$ cat config.mk
export PLATFORM = sky130hd
export DESIGN_NAME = icache_dm
export DESIGN_NICKNAME = d
export VERILOG_FILES = /design/src/rtl/icache_dm.sv
export SDC_FILE = /design/constraint.sdc
export NUM_CORES = 2
export LEC_CHECK = 0
export BUFFER_PORTS_ARGS = -buffer_cell sky130_fd_sc_hd__buf_4
export CELL_PAD_IN_SITES_DETAIL_PLACEMENT = 2
export CELL_PAD_IN_SITES_GLOBAL_PLACEMENT = 2
export CORE_MARGIN = 4
export CORE_UTILIZATION = 48
export CTS_BUF_LIST = sky130_fd_sc_hd__clkbuf_4
export CTS_CLUSTER_DIAMETER = 200
export DETAILED_ROUTE_END_ITERATION = 7
export PLACE_DENSITY = 0.77
export SYNTH_ARGS = -nofsm -noshare
export SYNTH_HDL_FRONTEND = slang
export SYNTH_SLANG_ARGS = --single-unit
$ cat constraint.sdc
create_clock -name clk -period 3.32 [get_ports clk]
set_input_delay 0.332 -clock clk [delete_from_list [all_inputs] [get_ports clk]]
set_output_delay 0.332 -clock clk [all_outputs]
set_load 0.02 [all_outputs]
$ cat src/rtl/icache_dm.sv
// Direct-mapped read-only instruction cache: combinational hits and whole-line refill
// over a word-wide req/ack memory port, with a stall request toward the pipeline.
module icache_dm #(
  parameter int LINES      = 16,
  parameter int LINE_WORDS = 4
) (
  input  logic        clk,
  input  logic        rst,
  input  logic        ce,
  input  logic [31:0] addr,
  output logic [31:0] data_o,
  output logic        stallreq,
  input  logic        flush,
  output logic        mem_req,
  output logic [31:0] mem_addr,
  input  logic        mem_ack,
  input  logic [31:0] mem_rdata
);

  localparam int OB = $clog2(LINE_WORDS);
  localparam int IB = $clog2(LINES);
  localparam int LA = 30 - OB;   // line-address width
  localparam int TW = LA - IB;   // tag width

  typedef enum logic [1:0] {IDLE, REFILL, COMMIT} state_t;

  state_t           state;
  logic [LINES-1:0] valid;
  logic [TW-1:0]    tags      [LINES];
  logic [31:0]      lines_mem [LINES*LINE_WORDS];
  logic [LA-1:0]    base;
  logic [OB-1:0]    cnt;
  logic             flushed;

  logic [OB-1:0] off;
  logic [IB-1:0] idx;
  logic [TW-1:0] tag;
  logic [IB-1:0] base_idx;
  logic [TW-1:0] base_tag;
  logic          lookup_hit;
  logic          hit;
  logic          miss;
  logic          unused_addr_bits;

  assign off              = addr[2 +: OB];
  assign idx              = addr[2+OB +: IB];
  assign tag              = addr[31 -: TW];
  assign base_idx         = base[IB-1:0];
  assign base_tag         = base[LA-1:IB];
  assign unused_addr_bits = ^addr[1:0];

  always_comb begin
    lookup_hit = valid[idx] && (tags[idx] == tag);
    hit        = !rst && ce && (state == IDLE) && lookup_hit;
    miss       = !rst && ce && (state == IDLE) && !lookup_hit;
    data_o     = hit ? lines_mem[{idx, off}] : '0;
    stallreq   = !rst && (miss || (state != IDLE));
  end

  always_ff @(posedge clk) begin
    if (rst) begin
      state    <= IDLE;
      valid    <= '0;
      cnt      <= '0;
      flushed  <= 1'b0;
      mem_req  <= 1'b0;
      mem_addr <= '0;
      base     <= '0;
    end else begin
      if (flush) begin
        valid <= '0;
        if (state != IDLE) flushed <= 1'b1;
      end
      unique case (state)
        IDLE: begin
          if (miss) begin
            state    <= REFILL;
            base     <= addr[31:2+OB];
            cnt      <= '0;
            flushed  <= 1'b0;
            mem_req  <= 1'b1;
            mem_addr <= {addr[31:2+OB], {(OB+2){1'b0}}};
          end
        end
        REFILL: begin
          if (mem_ack) begin
            cnt <= cnt + OB'(1);
            if (cnt == OB'(LINE_WORDS - 1)) begin
              state    <= COMMIT;
              mem_req  <= 1'b0;
              mem_addr <= '0;
            end else begin
              mem_addr <= mem_addr + 32'd4;
            end
          end
        end
        COMMIT: begin
          // A flush in this very cycle has already cleared valid above; don't re-set it.
          if (!flush && !flushed) valid[base_idx] <= 1'b1;
          state <= IDLE;
        end
        default: state <= IDLE;
      endcase
    end
  end

  // Storage arrays carry no reset; validity alone decides whether contents are used.
  always_ff @(posedge clk) begin
    if (!rst && (state == REFILL) && mem_ack)
      lines_mem[{base_idx, cnt}] <= mem_rdata;
    if (!rst && (state == COMMIT))
      tags[base_idx] <= base_tag;
  end

endmodule

==> results.toml, run 1 <==
[yosys]
ys_warn_count = 0
ys.flop_type = "edfxtp_1"
synth_cells = 4249
netlist_area_um2 = 97020
seq_area_frac_synth_pct = 76.93
ys_ff_latch = 2512
syn_avg_cell_area_um2 = 22.83
synth_edf_count = 2432
async_flop_share_pct = 0
ys_top_cells_by_area = "edfxtp_1, mux4_2, dfxtp_1"
synth_common_cells = "edfxtp_1, mux4_2, clkbuf_1, nor2_1, mux2i_1"
synth.most_common_cell = "edfxtp_1"
ys_types = 68
synth_top_area_share_pct = 75.27
yosys.area.top_type = "edfxtp_1"

[clock_network]
clock-root-buffer = "clkbuf_4"
cts_resized = 150
ctsHtreeMaxLevel = 6
clock-sinks = 2512
clockBufferDepth = 4
numCtsBuffers = 668
post_cts_buffers = 21
cts_hold_buffers = 144

[placed_design]
place_area_um2 = 105400
dp_hpwl_um = 224000
dpl.cell_count = 7190
io_buffers = 130
gp_congestion = 0.8037

[die]
start_util_pct = 48.39
ios = 135
die_h_um = 457.6
rows = 164
die_w_um = 457.6

[outcome]
firstError = "[ERROR DPL-0033] detailed placement checks failed during check placement."
stop_stage = "4_1_cts"
outcome = "did not finish"
## cells by family after synthesis
logic type | count (synthesis) | synth area share, %
muxes | 842 | 18.16
AOI/OAI and AO/OA | 171 | 1.247
xor gates and xnor gates | 38 | 0.3430
adders and majority gates | 2 | 0.02579
other | 1 | 0.003865
and+or+nand+nor | 437 | 2.174
buffers and inverters | 246 | 1.125
DFF | 2512 | 76.93
## metrics by stage
step	setup slack, ns	hold slack (ns)
detailed placement	-0.9045	0.5036
global placement	-0.7095	0.4489
floorplan	-0.1562	0.4309
==> inputs of run 2 (changes only) <==
Settings changed: CELL_PAD_IN_SITES_DETAIL_PLACEMENT 2 to not set, CELL_PAD_IN_SITES_GLOBAL_PLACEMENT 2 to not set, CORE_UTILIZATION 48 to 35, CTS_BUF_LIST sky130_fd_sc_hd__clkbuf_4 to not set, CTS_CLUSTER_DIAMETER 200 to not set, PLACE_DENSITY 0.77 to not set, PLACE_DENSITY_LB_ADDON set to 0.15.
Clock period 3.32 ns to 4.3 ns, I/O delays scaled along.
==> run 2 against run 1 <==
Against the previous run: the flow now finishes, with violations (setup timing); synthesized cell count unchanged; area after synthesis stayed put.
==> results.toml, run 2 <==
[layout]
stdcell_count = 8630
fin_util_pct = 41.25
drive_above_1_share_pct = 32.49
largest_register_ffs = 2048
nFillCells = 24170
area_delta_synth_final_pct = 17.45
largest_registers = "lines_mem x2048, tags x384, mem_addr x30"
multi_input_area_um2 = 21920
final_common_cell = "edfxtp_1"
regMostFlops = "lines_mem"
nNetsFinal = 4797
layout_common_cells = "edfxtp_1, mux4_2, buf_4, clkbuf_16, mux2i_1"
regArea_um2 = 74630

[yosys]
synth.most_common_cell = "edfxtp_1"
netlist_area_um2 = 97020
ys_top_cells_by_area = "edfxtp_1, mux4_2, dfxtp_1"
async_flop_share_pct = 0
synth_top_area_share_pct = 75.27
synth_cells = 4249
yosys.area.top_type = "edfxtp_1"
ys_types = 68
seq_area_frac_synth_pct = 76.93
ys_warn_count = 0
synth_edf_count = 2432
ys_ff_latch = 2512
syn_avg_cell_area_um2 = 22.83
synth_common_cells = "edfxtp_1, mux4_2, clkbuf_1, nor2_1, mux2i_1"
ys.flop_type = "edfxtp_1"

[worst_setup_path]
path_max_fanout = 32
crit_top_cell = "buf_4"
worstSetupPathType = "reg -> out"
path_buf_inv = 3
critPathSlowestCell = "mux4_2"
cp-start-kind = "flip-flop"
crit_required_ns = 3.87
cpPeakStageDelay_ns = 0.46
cp_top_family = "simple AND/OR/NAND/NOR gates"
path_cells = "mux4_2 -> mux2i_1 -> xor2_1 -> nand4b_1 -> a222oi_1 -> buf_4 -> or4b_4 -> or4_4 -> buf_12 -> nor2b_1 -> buf_4"
end_kind = "primary output"
cp.arrival_ns = 4.35

[die]
die-area_um2 = 285700
coreArea_um2 = 276300
ios = 135
die_w_um = 534.5
rows = 193
die_h_um = 534.5
start_util_pct = 35.12

[clock_network]
tritoncts = "done"
clock_latency_ns = 0.92
ctsHtreeMaxLevel = 5
clockBufferDepth = 4
clock-root-buffer = "clkbuf_16"
clock-sinks = 2512
numCtsBuffers = 293
clk_pin_slew_ns = 0.06

[drt]
wl_per_cell_um = 30.30
dr.pass1.iters = 5
ant_nets = 0
num_vias = 45900
drc = 0
drt-initial-drc-count = 4207
vias_per_cell = 5.318
finalWirelength_um = 261500

[timing]
relSlewSlack_pct = 24.19
slew_violations = 0
finalCriticalPeriod_ns = 4.779
setup_viol = 33
hold_violations = 0
period_share_pct = 111.1
holdWs_ns = 0.07035
rsz0062_at_grt = "yes"
fin_skew_ns = 0.05641
max_freq_ghz = 0.2093
fin_ws_ns = -0.4789
worst_pin_slew_ns = 1.134

[hold_path]
hp-class = "in -> reg"

[global_routing]
grt_max_degree = 68
track_usage_pct = 18.16
grt_pass1_vias = 47990
grt_overflow = 0
antenna_found_initial = 36
grt_pass1_wl_um = 371500

[power]
ir_drop_mv = 0.3528
p_per_area_nw_per_um2 = 460.2
p_leak_uw = 0.03571

[placed_design]
preCtsSetupSlack_ns = -0.04713
gp_congestion = 0.7801
dpl.cell_count = 8100
io_buffers = 130
dp_hpwl_um = 149900

[job]
drv_cap = 0

[outcome]
outcome = "complete, but fails checks"
failed_checks = "setup timing"
==> run 2: worst paths after layout <==
kind | start | to | slack, ns | cells past startpoint
max | tags[8][0]$_DFFE_PP_ | data_o[15] | -0.48 | 11
min | mem_rdata[28] | lines_mem[24][28]$_DFFE_PP_ | 0.07 | 1
max reg2reg | tags[8][0]$_DFFE_PP_ | mem_addr[25]$_SDFFE_PP0P_ | 0.20 | 15
min reg2reg | valid[4]$_SDFF_PP0_ | valid[4]$_SDFF_PP0_ | 0.47 | 2
==> run 2: timing repair <==
item,4_1_cts,5_1_grt
gates resized for setup,6,1
buffers inserted,2,1
setup endpoints to repair,33,33
hold buffers,33,0
pin swaps,4,6
hold endpoints to repair,110,0
==> run 2: metrics by stage <==
stage / power (µW) / cell area [µm²] / TNS [ns]
after floorplan: 29000 / 97020 / 0
after global placement: 30220 / 104900 / -0.005047
after detailed placement: 30260 / 104900 / -0.3952
after CTS: 53120 / 113900 / -18.46
after global routing: 54280 / 113900 / -21.83
final: 52440 / 113900 / -14.61
==> run 2: per-layer routing <==
metal / vias up / part of all wire [%] / track usage [%]
met3: 364 / 4.6 / 2.881
met1: 25330 / 43 / 24.41
li1: 19060 / - / -
met5: - / 0.0080 / 0
met2: 1139 / 51 / 31.12
met4: 4 / 2.2 / 4.201
==> run 2: power breakdown <==
part / switching [µW] / internal [µW] / total (µW)
registers: 137 / 26900 / 27100
clock network: 9500 / 13200 / 22700
logic: 1540 / 1120 / 2660
total: 11200 / 41300 / 52400
==> run 2: logic make-up after synthesis <==
family,Yosys count,share of synthesized area [%]
flip-flops,2512,76.93
multiplexers,842,18.16
AND/OR/NAND/NOR,437,2.174
buffers and inverters,246,1.125
AO/OA/AOI/OAI,171,1.247
XOR/XNOR,38,0.3430
adder cells (fa/ha/maj),2,0.02579
other,1,0.003865
==> run 2: cell type report <==
type	instances	area share, %
clock buffers	358	6.751
flip-flops and latches	2512	65.50
well taps	3705	4.068
inverters	9	0.03184
clock inverters	124	0.7818
multi-input cells	1492	19.24
diodes	12	0.02635
repair buffers	418	3.602
==> run 2: worst register-to-register path: stages (launching register included) <==
cell and delay, ns:
edfxtp_1 0.39, mux4_2 0.46, mux2i_1 0.18, xor2_1 0.16, nand4b_1 0.25, a222oi_1 0.37, buf_4 0.20, or4b_4 0.46
buf_4 0.15, buf_6 0.10, buf_6 0.11, o31ai_4 0.20, buf_4 0.16, buf_4 0.31, a221oi_1 0.16, nor4b_1 0.32
(Power assumes the default switching activity.)
